## src/rtl/wb_pkg.sv

```systemverilog
`default_nettype none
// ============================================================================
// Module   : wb_pkg
// Purpose  : Shared widths, zero constants and the writeback request type for
//            the register-file write-side arbiter.
// Revision : 1.0 - initial release
// ============================================================================
package wb_pkg;

    localparam int ADDR_W = 5;
    localparam int DATA_W = 32;

    localparam logic [ADDR_W-1:0] ZERO_REG  = '0;
    localparam logic [DATA_W-1:0] ZERO_WORD = '0;

    typedef struct packed {
        logic              we;
        logic [ADDR_W-1:0] waddr;
        logic [DATA_W-1:0] wdata;
    } wb_req_t;

endpackage
`default_nettype wire

```

## src/rtl/wbarb_fifo.sv

```systemverilog
`default_nettype none
// ============================================================================
// Module   : wbarb_fifo
// Purpose  : Small synchronous FIFO holding long-latency writeback results.
//            Every entry carries a valid bit that can be cleared in place by
//            the squash port, so a squashed entry still drains in order but
//            produces no register write.
// Ports    : clk, rst                          clock / sync active-high reset
//            push, push_addr, push_data        enqueue at tail (caller keeps
//                                              push low when full)
//            pop                               dequeue head (caller keeps pop
//                                              low when empty)
//            squash_en, squash_addr            clear valid of matching entries
//            head_valid, head_addr, head_data  current head entry
//            count                             number of entries held
// Revision : 1.0 - initial release
// ============================================================================
module wbarb_fifo #(
    parameter int ADDR_W = 5,
    parameter int DATA_W = 32,
    parameter int DEPTH  = 4,
    parameter int CNT_W  = $clog2(DEPTH) + 1
) (
    input  logic              clk,
    input  logic              rst,
    input  logic              push,
    input  logic [ADDR_W-1:0] push_addr,
    input  logic [DATA_W-1:0] push_data,
    input  logic              pop,
    input  logic              squash_en,
    input  logic [ADDR_W-1:0] squash_addr,
    output logic              head_valid,
    output logic [ADDR_W-1:0] head_addr,
    output logic [DATA_W-1:0] head_data,
    output logic [CNT_W-1:0]  count
);
    import wb_pkg::*;

    localparam int c_ptr_w = $clog2(DEPTH);

    logic [ADDR_W-1:0]  r_addr [DEPTH];
    logic [DATA_W-1:0]  r_data [DEPTH];
    logic [DEPTH-1:0]   r_valid;
    logic [c_ptr_w-1:0] r_head;
    logic [c_ptr_w-1:0] r_tail;
    logic [CNT_W-1:0]   r_count;

    // Payload storage needs no reset; occupancy is tracked by r_count.
    always_ff @(posedge clk) begin
        if (push) begin
            r_addr[r_tail] <= push_addr;
            r_data[r_tail] <= push_data;
        end
    end

    // An entry written this cycle is always valid: the incoming result is
    // younger than any write squashing the same address in the same cycle.
    always_ff @(posedge clk) begin
        if (rst) begin
            r_valid <= '0;
        end else begin
            for (int i = 0; i < DEPTH; i++) begin
                if (push && (r_tail == c_ptr_w'(i))) begin
                    r_valid[i] <= 1'b1;
                end else if (squash_en && (r_addr[i] == squash_addr)) begin
                    r_valid[i] <= 1'b0;
                end
            end
        end
    end

    // DEPTH is a power of two, so pointers wrap by natural overflow.
    always_ff @(posedge clk) begin
        if (rst) begin
            r_head  <= '0;
            r_tail  <= '0;
            r_count <= '0;
        end else begin
            if (push) begin
                r_tail <= r_tail + c_ptr_w'(1);
            end
            if (pop) begin
                r_head <= r_head + c_ptr_w'(1);
            end
            case ({push, pop})
                2'b10:   r_count <= r_count + CNT_W'(1);
                2'b01:   r_count <= r_count - CNT_W'(1);
                default: r_count <= r_count;
            endcase
        end
    end

    assign head_valid = r_valid[r_head];
    assign head_addr  = r_addr[r_head];
    assign head_data  = r_data[r_head];
    assign count      = r_count;

endmodule
`default_nettype wire

```

## src/rtl/regfile_wb_arbiter.sv

```systemverilog
`default_nettype none
// ============================================================================
// Module   : regfile_wb_arbiter
// Purpose  : Write-side master for the register file's single write port.
//            In-order pipeline writeback has priority and no backpressure;
//            long-latency results (load/div) arrive over valid/ready and wait
//            in a small FIFO. The pipeline is stalled for one cycle whenever
//            it has starved a non-empty FIFO for STARVE_LIMIT cycles.
// Ports    : clk, rst                                clock / sync reset
//            pipe_we_i, pipe_waddr_i, pipe_wdata_i   pipeline writeback
//            pipe_stall_o                            pipeline must not write
//            ll_valid_i, ll_ready_o,
//            ll_waddr_i, ll_wdata_i                  long-latency results
//            we_o, waddr_o, wdata_o                  registered regfile write
//            fifo_count_o                            FIFO occupancy
// Config   : WBARB_WAW_SQUASH_EN - when defined, an accepted pipeline write
//            to X invalidates every queued long-latency entry for X.
// Revision : 1.0 - initial release
// ============================================================================
module regfile_wb_arbiter #(
    parameter int ADDR_W       = 5,
    parameter int DATA_W       = 32,
    parameter int DEPTH        = 4,
    parameter int STARVE_LIMIT = 8
) (
    input  logic                   clk,
    input  logic                   rst,
    input  logic                   pipe_we_i,
    input  logic [ADDR_W-1:0]      pipe_waddr_i,
    input  logic [DATA_W-1:0]      pipe_wdata_i,
    output logic                   pipe_stall_o,
    input  logic                   ll_valid_i,
    output logic                   ll_ready_o,
    input  logic [ADDR_W-1:0]      ll_waddr_i,
    input  logic [DATA_W-1:0]      ll_wdata_i,
    output logic                   we_o,
    output logic [ADDR_W-1:0]      waddr_o,
    output logic [DATA_W-1:0]      wdata_o,
    output logic [$clog2(DEPTH):0] fifo_count_o
);
    import wb_pkg::*;

    localparam int c_cnt_w = $clog2(DEPTH) + 1;
    localparam int c_stv_w = $clog2(STARVE_LIMIT + 1);

    localparam logic [ADDR_W-1:0]  c_zero_reg  = ADDR_W'(ZERO_REG);
    localparam logic [DATA_W-1:0]  c_zero_word = DATA_W'(ZERO_WORD);
    localparam logic [c_cnt_w-1:0] c_depth     = c_cnt_w'(DEPTH);
    localparam logic [c_stv_w-1:0] c_limit     = c_stv_w'(STARVE_LIMIT);

    logic                r_we;
    logic [ADDR_W-1:0]   r_waddr;
    logic [DATA_W-1:0]   r_wdata;
    logic                r_stall;
    logic [c_stv_w-1:0]  r_starve;

    logic [c_cnt_w-1:0]  w_count;
    logic                w_head_valid;
    logic [ADDR_W-1:0]   w_head_addr;
    logic [DATA_W-1:0]   w_head_data;
    logic                w_fifo_ne;
    logic                w_ll_ready;
    logic                w_push;
    logic                w_pipe_req;
    logic                w_pop;
    logic                w_squash_en;
    logic [ADDR_W-1:0]   w_squash_addr;
    logic                w_we_nxt;
    logic [ADDR_W-1:0]   w_waddr_nxt;
    logic [DATA_W-1:0]   w_wdata_nxt;
    logic [c_stv_w-1:0]  w_starve_nxt;

    // Readiness comes from the registered count only, so a full FIFO refuses
    // a push even in a cycle where its head is popped.
    assign w_ll_ready = (w_count < c_depth) && !rst;
    assign w_fifo_ne  = (w_count != '0);

    // Results targeting r0 are handshaken but never stored.
    assign w_push     = ll_valid_i && w_ll_ready && (ll_waddr_i != c_zero_reg);
    assign w_pipe_req = pipe_we_i && (pipe_waddr_i != c_zero_reg) && !r_stall;

`ifdef WBARB_WAW_SQUASH_EN
    assign w_squash_en   = w_pipe_req;
    assign w_squash_addr = pipe_waddr_i;
`else
    assign w_squash_en   = 1'b0;
    assign w_squash_addr = c_zero_reg;
`endif

    wbarb_fifo #(
        .ADDR_W (ADDR_W),
        .DATA_W (DATA_W),
        .DEPTH  (DEPTH),
        .CNT_W  (c_cnt_w)
    ) u_fifo (
        .clk         (clk),
        .rst         (rst),
        .push        (w_push),
        .push_addr   (ll_waddr_i),
        .push_data   (ll_wdata_i),
        .pop         (w_pop),
        .squash_en   (w_squash_en),
        .squash_addr (w_squash_addr),
        .head_valid  (w_head_valid),
        .head_addr   (w_head_addr),
        .head_data   (w_head_data),
        .count       (w_count)
    );

    // Write selection and starvation bookkeeping. A squashed head is
    // discarded silently, even while the pipeline owns the write port, so
    // dead entries never hold up live ones. Without squashing the head
    // valid bit is always set and those paths are inert.
    always_comb begin
        w_pop        = 1'b0;
        w_we_nxt     = 1'b0;
        w_waddr_nxt  = r_waddr;
        w_wdata_nxt  = r_wdata;
        w_starve_nxt = r_starve;

        if (w_pipe_req) begin
            w_we_nxt    = 1'b1;
            w_waddr_nxt = pipe_waddr_i;
            w_wdata_nxt = pipe_wdata_i;
            w_pop       = w_fifo_ne && !w_head_valid;
        end else if (w_fifo_ne) begin
            w_pop = 1'b1;
            if (w_head_valid) begin
                w_we_nxt    = 1'b1;
                w_waddr_nxt = w_head_addr;
                w_wdata_nxt = w_head_data;
            end
        end

        // The counter cannot pass the limit: the stall cycle that follows
        // reaching it always pops the head and clears the count.
        if (w_pop || !w_fifo_ne) begin
            w_starve_nxt = '0;
        end else if (w_pipe_req) begin
            w_starve_nxt = r_starve + c_stv_w'(1);
        end
    end

    always_ff @(posedge clk) begin
        if (rst) begin
            r_we     <= 1'b0;
            r_waddr  <= c_zero_reg;
            r_wdata  <= c_zero_word;
            r_stall  <= 1'b0;
            r_starve <= '0;
        end else begin
            r_we     <= w_we_nxt;
            r_waddr  <= w_waddr_nxt;
            r_wdata  <= w_wdata_nxt;
            r_starve <= w_starve_nxt;
            r_stall  <= (w_starve_nxt == c_limit);
        end
    end

    assign pipe_stall_o = r_stall;
    assign ll_ready_o   = w_ll_ready;
    assign we_o         = r_we;
    assign waddr_o      = r_waddr;
    assign wdata_o      = r_wdata;
    assign fifo_count_o = w_count;

endmodule
`default_nettype wire

```

## config.mk

```make
export PLATFORM = sky130hd
export DESIGN_NAME = regfile_wb_arbiter
export DESIGN_NICKNAME = d
export VERILOG_FILES = /design/src/rtl/wb_pkg.sv /design/src/rtl/wbarb_fifo.sv /design/src/rtl/regfile_wb_arbiter.sv
export SDC_FILE = /design/constraint.sdc
export NUM_CORES = 1
export LEC_CHECK = 0
export BUFFER_PORTS_ARGS = -buffer_cell sky130_fd_sc_hd__buf_2
export CAP_MARGIN = 10
export CORE_MARGIN = 2
export CORE_UTILIZATION = 40
export CTS_CLUSTER_DIAMETER = 50
export DETAILED_ROUTE_END_ITERATION = 8
export SYNTH_ARGS = -nofsm -noshare
export SYNTH_HDL_FRONTEND = slang
export SYNTH_SLANG_ARGS = --single-unit
```

## constraint.sdc

```tcl
create_clock -name clk -period 2.71 [get_ports clk]
set_input_delay 0.6775 -clock clk [delete_from_list [all_inputs] [get_ports clk]]
set_output_delay 0.6775 -clock clk [all_outputs]
set_load 0.01 [all_outputs]
```

## After elaboration in Yosys (flattened, before gate mapping)

Memory sizes are Yosys's and may differ from the RTL's. A register that Yosys moved wholly into a read port is not among the register bits.
Cells that the tools add are included.

| word-level totals | value |
|---|---|
| register bits | 54 |
| memory bits (writable) | 148 |
| bits of input ports | 78 |
| output and inout bits | 43 |
| logic and storage cells | 72 |
| memories kept | 2 |

Memories:

| memory | words | bits a word | rd ports | clocked after Yosys merged registers in | write ports | RTL line | RTL |
|---|---|---|---|---|---|---|---|
| u_fifo.r_data | 4 | 32 | 1 | 1 | 1 | wbarb_fifo.sv:42 | `logic [DATA_W-1:0] r_data [DEPTH];` |
| u_fifo.r_addr | 4 | 5 | 1 | 1 | 1 | wbarb_fifo.sv:41 | `logic [ADDR_W-1:0] r_addr [DEPTH];` |

| cells by class | value |
|---|---|
| add/sub/neg operators | 5 |
| magnitude comparators | 2 |
| equality and inequality tests | 6 |
| muxes and demuxes | 22 |
| reductions and logical operators | 23 |

Operator list:

| kind | number |
|---|---|
| two-way mux 32 bit | 3 |
| two-way mux 5 bit | 3 |
| logical AND 1 bit | 10 |
| nonzero test 5 bit | 2 |
| two-way mux 1 bit | 8 |
| two-way mux 2 bit | 4 |
| two-way mux 4 bit | 2 |
| == test 2 bit, second input constant | 3 |
| one-hot mux 3 bit (2 select lines) | 1 |
| nonzero test 2 bit | 3 |
| adder 2 x 1 -> 2 bit, second input constant | 2 |
| adder 4 x 1 -> 4 bit, second input constant | 1 |
| == test 2 x 1 -> 1 bit, second input constant | 2 |
| == test 4 bit, second input constant | 1 |
| zero test 1 bit | 4 |
| adder 3 x 1 -> 3 bit, second input constant | 1 |
| < comparator 2 x 3 -> 1 bit, second input constant | 1 |
| < comparator 3 bit, second input constant | 1 |
| nonzero test 3 bit | 1 |
| subtractor 3 x 1 -> 3 bit, second input constant | 1 |
| binary-select mux 1 bit (select 2 bit) | 1 |
| zero test 2 bit | 1 |
| AND reduction 2 bit | 1 |
| logical OR 1 bit | 1 |

## Depth between registers and ports, before layout

| logic depth | value |
|---|---|
| depth after elaboration | 8 |
| depth in mapped cells | 9 |

## Cells and area by module

A second synthesis with hierarchy kept.

| second synthesis, totals | value |
|---|---|
| cells, all modules | 516 |
| area, all modules | 8039.0 sq um |

By module, submodules not included:

| module | instances | cells an instance | area each (sq um) | seq. area each (sq um) |
|---|---|---|---|---|
| wbarb_fifo | 1 | 279 | 6185.9 | 4704.5 |
| regfile_wb_arbiter | 1 | 237 | 1853.0 | 860.8 |

## Least setup slack after synthesis

Ideal clock, no wire load.

| timing | value |
|---|---|
| path kind | input to register |
| from | in rst |
| to | mem u_fifo.r_addr[0][0], enable pin |
| library setup time | 399 ps |
| data arrival time | 2278 ps |
| setup slack | 34 ps |
| stages on the path | 4 |
| buffers on the path | 1 |
| cell sequence | buf_2 > nor2_1 > o211a_2 > and2_1 |

| on the way | value |
|---|---|
| word-level cells in the longest chain between the ends | 6 |

RTL lines:

| element | RTL line | RTL |
|---|---|---|
| start: declaration | regfile_wb_arbiter.sv:27 | `input logic rst,` |
| zero test 1 bit | regfile_wb_arbiter.sv:75 | `assign w_ll_ready = (w_count < c_depth) && !rst;` |
| logical AND 1 bit | regfile_wb_arbiter.sv:75 |  |
| via ll_ready_o | regfile_wb_arbiter.sv:33 | `output logic ll_ready_o,` |
| logical AND 1 bit (2 in a row) | regfile_wb_arbiter.sv:79 | `assign w_push = ll_valid_i && w_ll_ready && (ll_waddr_i != c_zero_reg);` |
| two-way mux 1 bit | wbarb_fifo.sv:50 | `if (push) begin` |
| two-way mux 1 bit (implied by the code) | wbarb_fifo.sv:51 | `r_addr[r_tail] <= push_addr;` |
| end: declaration | wbarb_fifo.sv:41 |  |

The timed path passes the listed nets, and every way through them passes these cells.

## Worst setup path after layout

| timing | value |
|---|---|
| from | reg u_fifo.r_count[2] (netlist: u_fifo.count[2]) |
| to | reg u_fifo.r_count[2] (netlist: u_fifo.count[2]) |

RTL lines:

| element | RTL line | RTL |
|---|---|---|
| start: declaration | wbarb_fifo.sv:46 | `logic [CNT_W-1:0] r_count;` |
| start signal: assignment | wbarb_fifo.sv:86 | `2'b10: r_count <= r_count + CNT_W'(1);` |
| start signal: assignment | wbarb_fifo.sv:87 | `2'b01: r_count <= r_count - CNT_W'(1);` |
| start signal: assignment | wbarb_fifo.sv:88 | `default: r_count <= r_count;` |
| nonzero test 3 bit * | regfile_wb_arbiter.sv:76 | `assign w_fifo_ne = (w_count != '0);` |
| two-way mux 1 bit or logical AND 1 bit (tied branches) | regfile_wb_arbiter.sv:126, regfile_wb_arbiter.sv:125 |  |
| two-way mux 1 bit * | regfile_wb_arbiter.sv:121 | `if (w_pipe_req) begin` |
| via u_fifo.pop | wbarb_fifo.sv:29 | `input logic pop,` |
| == test 2 x 1 -> 1 bit or == test 2 bit (tied branches) | wbarb_fifo.sv:85 | `case ({push, pop})` |
| one-hot mux 3 bit (2 select lines) or nonzero test 2 bit (tied branches) | n/a |  |

Mark *: on every way through the listed nets, which the timed path passes. The rest lies on a longest branch.
A chain may end at the register's enable or synchronous reset.

==> metrics.md <==
| Metric | Value |
|---|---|
| Max_slew headroom | `65.44%` |
| Die footprint | `0.02047 mm2` |
| Drt wl/cell | `18.86 um` |
| Initial core utilization | `between 40% and 50%` |
| Clock latency on the worst-skew pair | `0.52 ns` |
| Yosys warns | `0` |
| P_sw | `roughly 2 mW` |
| Initial DRC Count | `251` |
| Clock sinks | `between 200 and 250` |
| Non-Filler Instances | `~840` |
| CP arrival | `2.69 ns` |
| Final WL | `15770 um` |
| Synth unique cells | `43` |
| Yosys reg bits | `204` |
| Reg clk slew, reported paths | `0.06 ns` |
| Initial antenna violation count | `1` |
| CTS-repair resized insts | `0` |
| Worst Max-Slew Pin Slew | `0.5184 ns` |
| Hold crit path type | `in -> reg` |
| Vias after detailed routing | `roughly 4.3k` |
| # IOs | `121` |
| Hold buffer count at cts | `0` |
| Synth Area per Inst | `18.55 um2` |
| Layout cells sized above 1 | `39.65%` |
| All-Layer GR Usage | `between 15 and 20%` |
| First-pass GRT wire length | `about 24000 um` |
| Area Growth Syn to Fin | `24.09%` |
| Cell area after synthesis | `0.007735 mm2` |
| Vias in the first global route | `4479` |
| Internal power | `6.380 mW` |
| Core area | `0.01883 mm2` |
| Critical Path RT | `3.16 ns` |
| Combinational share of power | `17.2%` |
| Clock share of power | `39.0%` |
| Chip Width | `about 140 um` |
| Final Cell Area | `~0.0096 mm2` |
| Sw frac | `23.96%` |
| Nets | `642` |
| Setup total negative slack | `0 ns` |
| Final Hold Slack | `0.3741 ns` |
| Ranking of synthesized cells by area | `edfxtp_1 57%, dfxtp_1 14%, mux4_2 11%` |
| Chip Height | `143.1 um` |
| Worst VDD drop | `0.5133 mV` |
| GP Congestion | `between 0.7 and 0.8` |
| Crit path max fanout | `5` |
| Max Freq | `446.0 MHz` |
| H-tree depth | `1` |
| IO buf count | `120` |
| Setup ws final | `0.4680 ns` |
| Num rows | `50` |
| Total Power | `8.391 mW` |
| Post-placement cell count | `between 700 and 800` |
| Post-CTS Setup Inserts | `0` |
| Outcome | `complete, no violations` |
| Worst Setup Start Kind | `flip-flop` |
| Post-DRT Antenna Nets | `0` |
| Pwr Density | `874.3 mW/mm2` |
| Cell taking the most area after synthesis | `edfxtp_1` |
| CP Class | `reg -> reg` |
| Pin count of the biggest net entering global routing | `33` |
| Maxcap violations | `0` |
| Period utilization | `a little over 80%` |
| Final core utilization | `50.97%` |
| Skew final | `0.03176 ns` |
| Clock Tree Root | `clkbuf_16` |
| RSZ-0062 raised after global routing | `false` |
| Minimum clock period after layout | `2.242 ns` |
| Placed instance area | `between 0.008 and 0.009 mm2` |
| Seq pwr share | `43.8%` |
| Drc violations | `0` |
| Syn nets | `502` |
| Final setup viols | `0` |
| Synth Instances | `about 420` |
| Max Buffers Root-to-Sink | `3` |
| Pre-CTS setup slack | `0.05900 ns` |
| Routed vias/inst | `5.114` |
| TritonCTS clock tree | `built` |
| Hold Fails Final Rpt | `0` |
| Post-synthesis sequential area ratio | `a little under three quarters` |
| Yosys top cell area share | `57.46%` |
| Dpl hpwl | `9916 um` |
| Pre-Repair DR Iteration Count | `5` |
| CTS buffer count | `24` |
| Max Slew Vio Count | `0` |
| Static Leak | `3.445 nW` |
| Crit. End Element | `flip-flop` |
| Remaining Overflow, GRT | `0` |
-- critical path, cell delays in order, from the launching register on --
cell and delay (ns):
dfxtp_1 0.35, or3_1 0.45, a21boi_1 0.17, ha_1 0.24, fa_1 0.38, xnor2_1 0.14, or3_1 0.31, a21oi_1 0.13
-- cell usage in the layout, fill, tap and decap left out, types with 4 or more instances in the layout --
master,count
a21oi_1,5
a221o_1,32
and2_2,4
buf_12,8
buf_2,120
buf_4,10
bufinv_16,4
clkbuf_1,4
clkbuf_16,24
clkinv_2,5
dfxtp_1,54
edfxtp_1,148
ha_1,6
mux4_2,38
nand2_1,4
nor2_1,13
nor3_1,7
nor3b_1,32
o21a_1,4
xnor2_1,4
-- state kept, by name, summed over array words and instances (netlist names), named ones only --
signal	count
u_fifo.count	3
r_starve	4
waddr_o	5
u_fifo.r_head	2
u_fifo.r_data	128
u_fifo.r_tail	2
we_o	1
u_fifo.r_addr	20
u_fifo.r_valid	4
pipe_stall_o	1
wdata_o	32
-- power by group through the flow --
stage | logic (mW) | registers, mW | clock network (mW)
floorplan | 1.03 | 3.71 | 0
global placement | 1.45 | 3.74 | 0
detailed placement | 1.47 | 3.75 | 0
CTS | 1.48 | 3.68 | 3.34
global route | 1.59 | 3.70 | 3.47
finish | 1.44 | 3.68 | 3.27
-- logic make-up after synthesis --
kind of cell,after synthesis,share of synthesized area (%)
and+or+nand+nor,78,6.406
xor gates and xnor gates,5,0.5661
AOI/OAI and AO/OA,52,6.001
muxes,43,11.76
DFF,204,71.95
adders and majority gates,7,1.229
buffers and inverters,28,2.087
-- final timing paths --
kind / from / cells past startpoint / end / slack [ns]
max: u_fifo.count[2] / 7 / u_fifo.count[2] / 0.47
min reg2reg: r_starve[0] / 1 / r_starve[0] / 0.46
max reg2reg: u_fifo.count[2] / 7 / u_fifo.count[2] / 0.47
min: ll_wdata_i[3] / 1 / u_fifo.r_data[2][3] / 0.37
-- synthesized netlist by cell type --
cell	number
a211oi_2	1
a21boi_1	1
a21o_1	1
a21oi_1	5
a21oi_2	1
a221o_1	32
a22oi_2	1
and2_1	5
and3_1	2
and4b_1	1
buf_1	2
buf_2	6
buf_4	3
buf_6	5
clkbuf_1	8
dfxtp_1	56
edfxtp_1	148
fa_1	1
ha_1	6
inv_1	3
inv_2	1
mux2_1	3
mux2i_1	2
mux4_2	38
nand2_1	5
nand2b_1	1
nand3_1	1
nor2_1	13
nor2_8	1
nor2b_1	3
nor3_1	7
nor3_2	1
nor3b_1	32
nor4_1	3
o211a_2	1
o21a_1	4
o21ai_0	1
o21ai_1	2
o31ai_1	2
or3_1	2
or4_1	1
xnor2_1	4
xor2_1	1
-- layout make-up --
type,count,area [um2]
Inverter,4,15.01
Tap cell,260,325.3
Fill cell,1563,9233
Clock buffer,29,629.4
Timing Repair Buffer,138,835.8
Clock inverter,15,196.4
Antenna cell,1,2.502
Multi-Input combinational cell,185,2023
Sequential cell,204,5570
-- routing by layer --
metal | track usage, % | vias up | wire length, um | part of all wire (%)
li1 | - | 1980 | - | -
met1 | 19.91 | 2163 | 6629 | 42
met2 | 26.79 | 105 | 8002 | 51
met3 | 3.018 | 27 | 785 | 5.0
met4 | 4.742 | 0 | 348 | 2.2
met5 | 0 | - | 0 | 0
(Power assumes the default switching activity.)
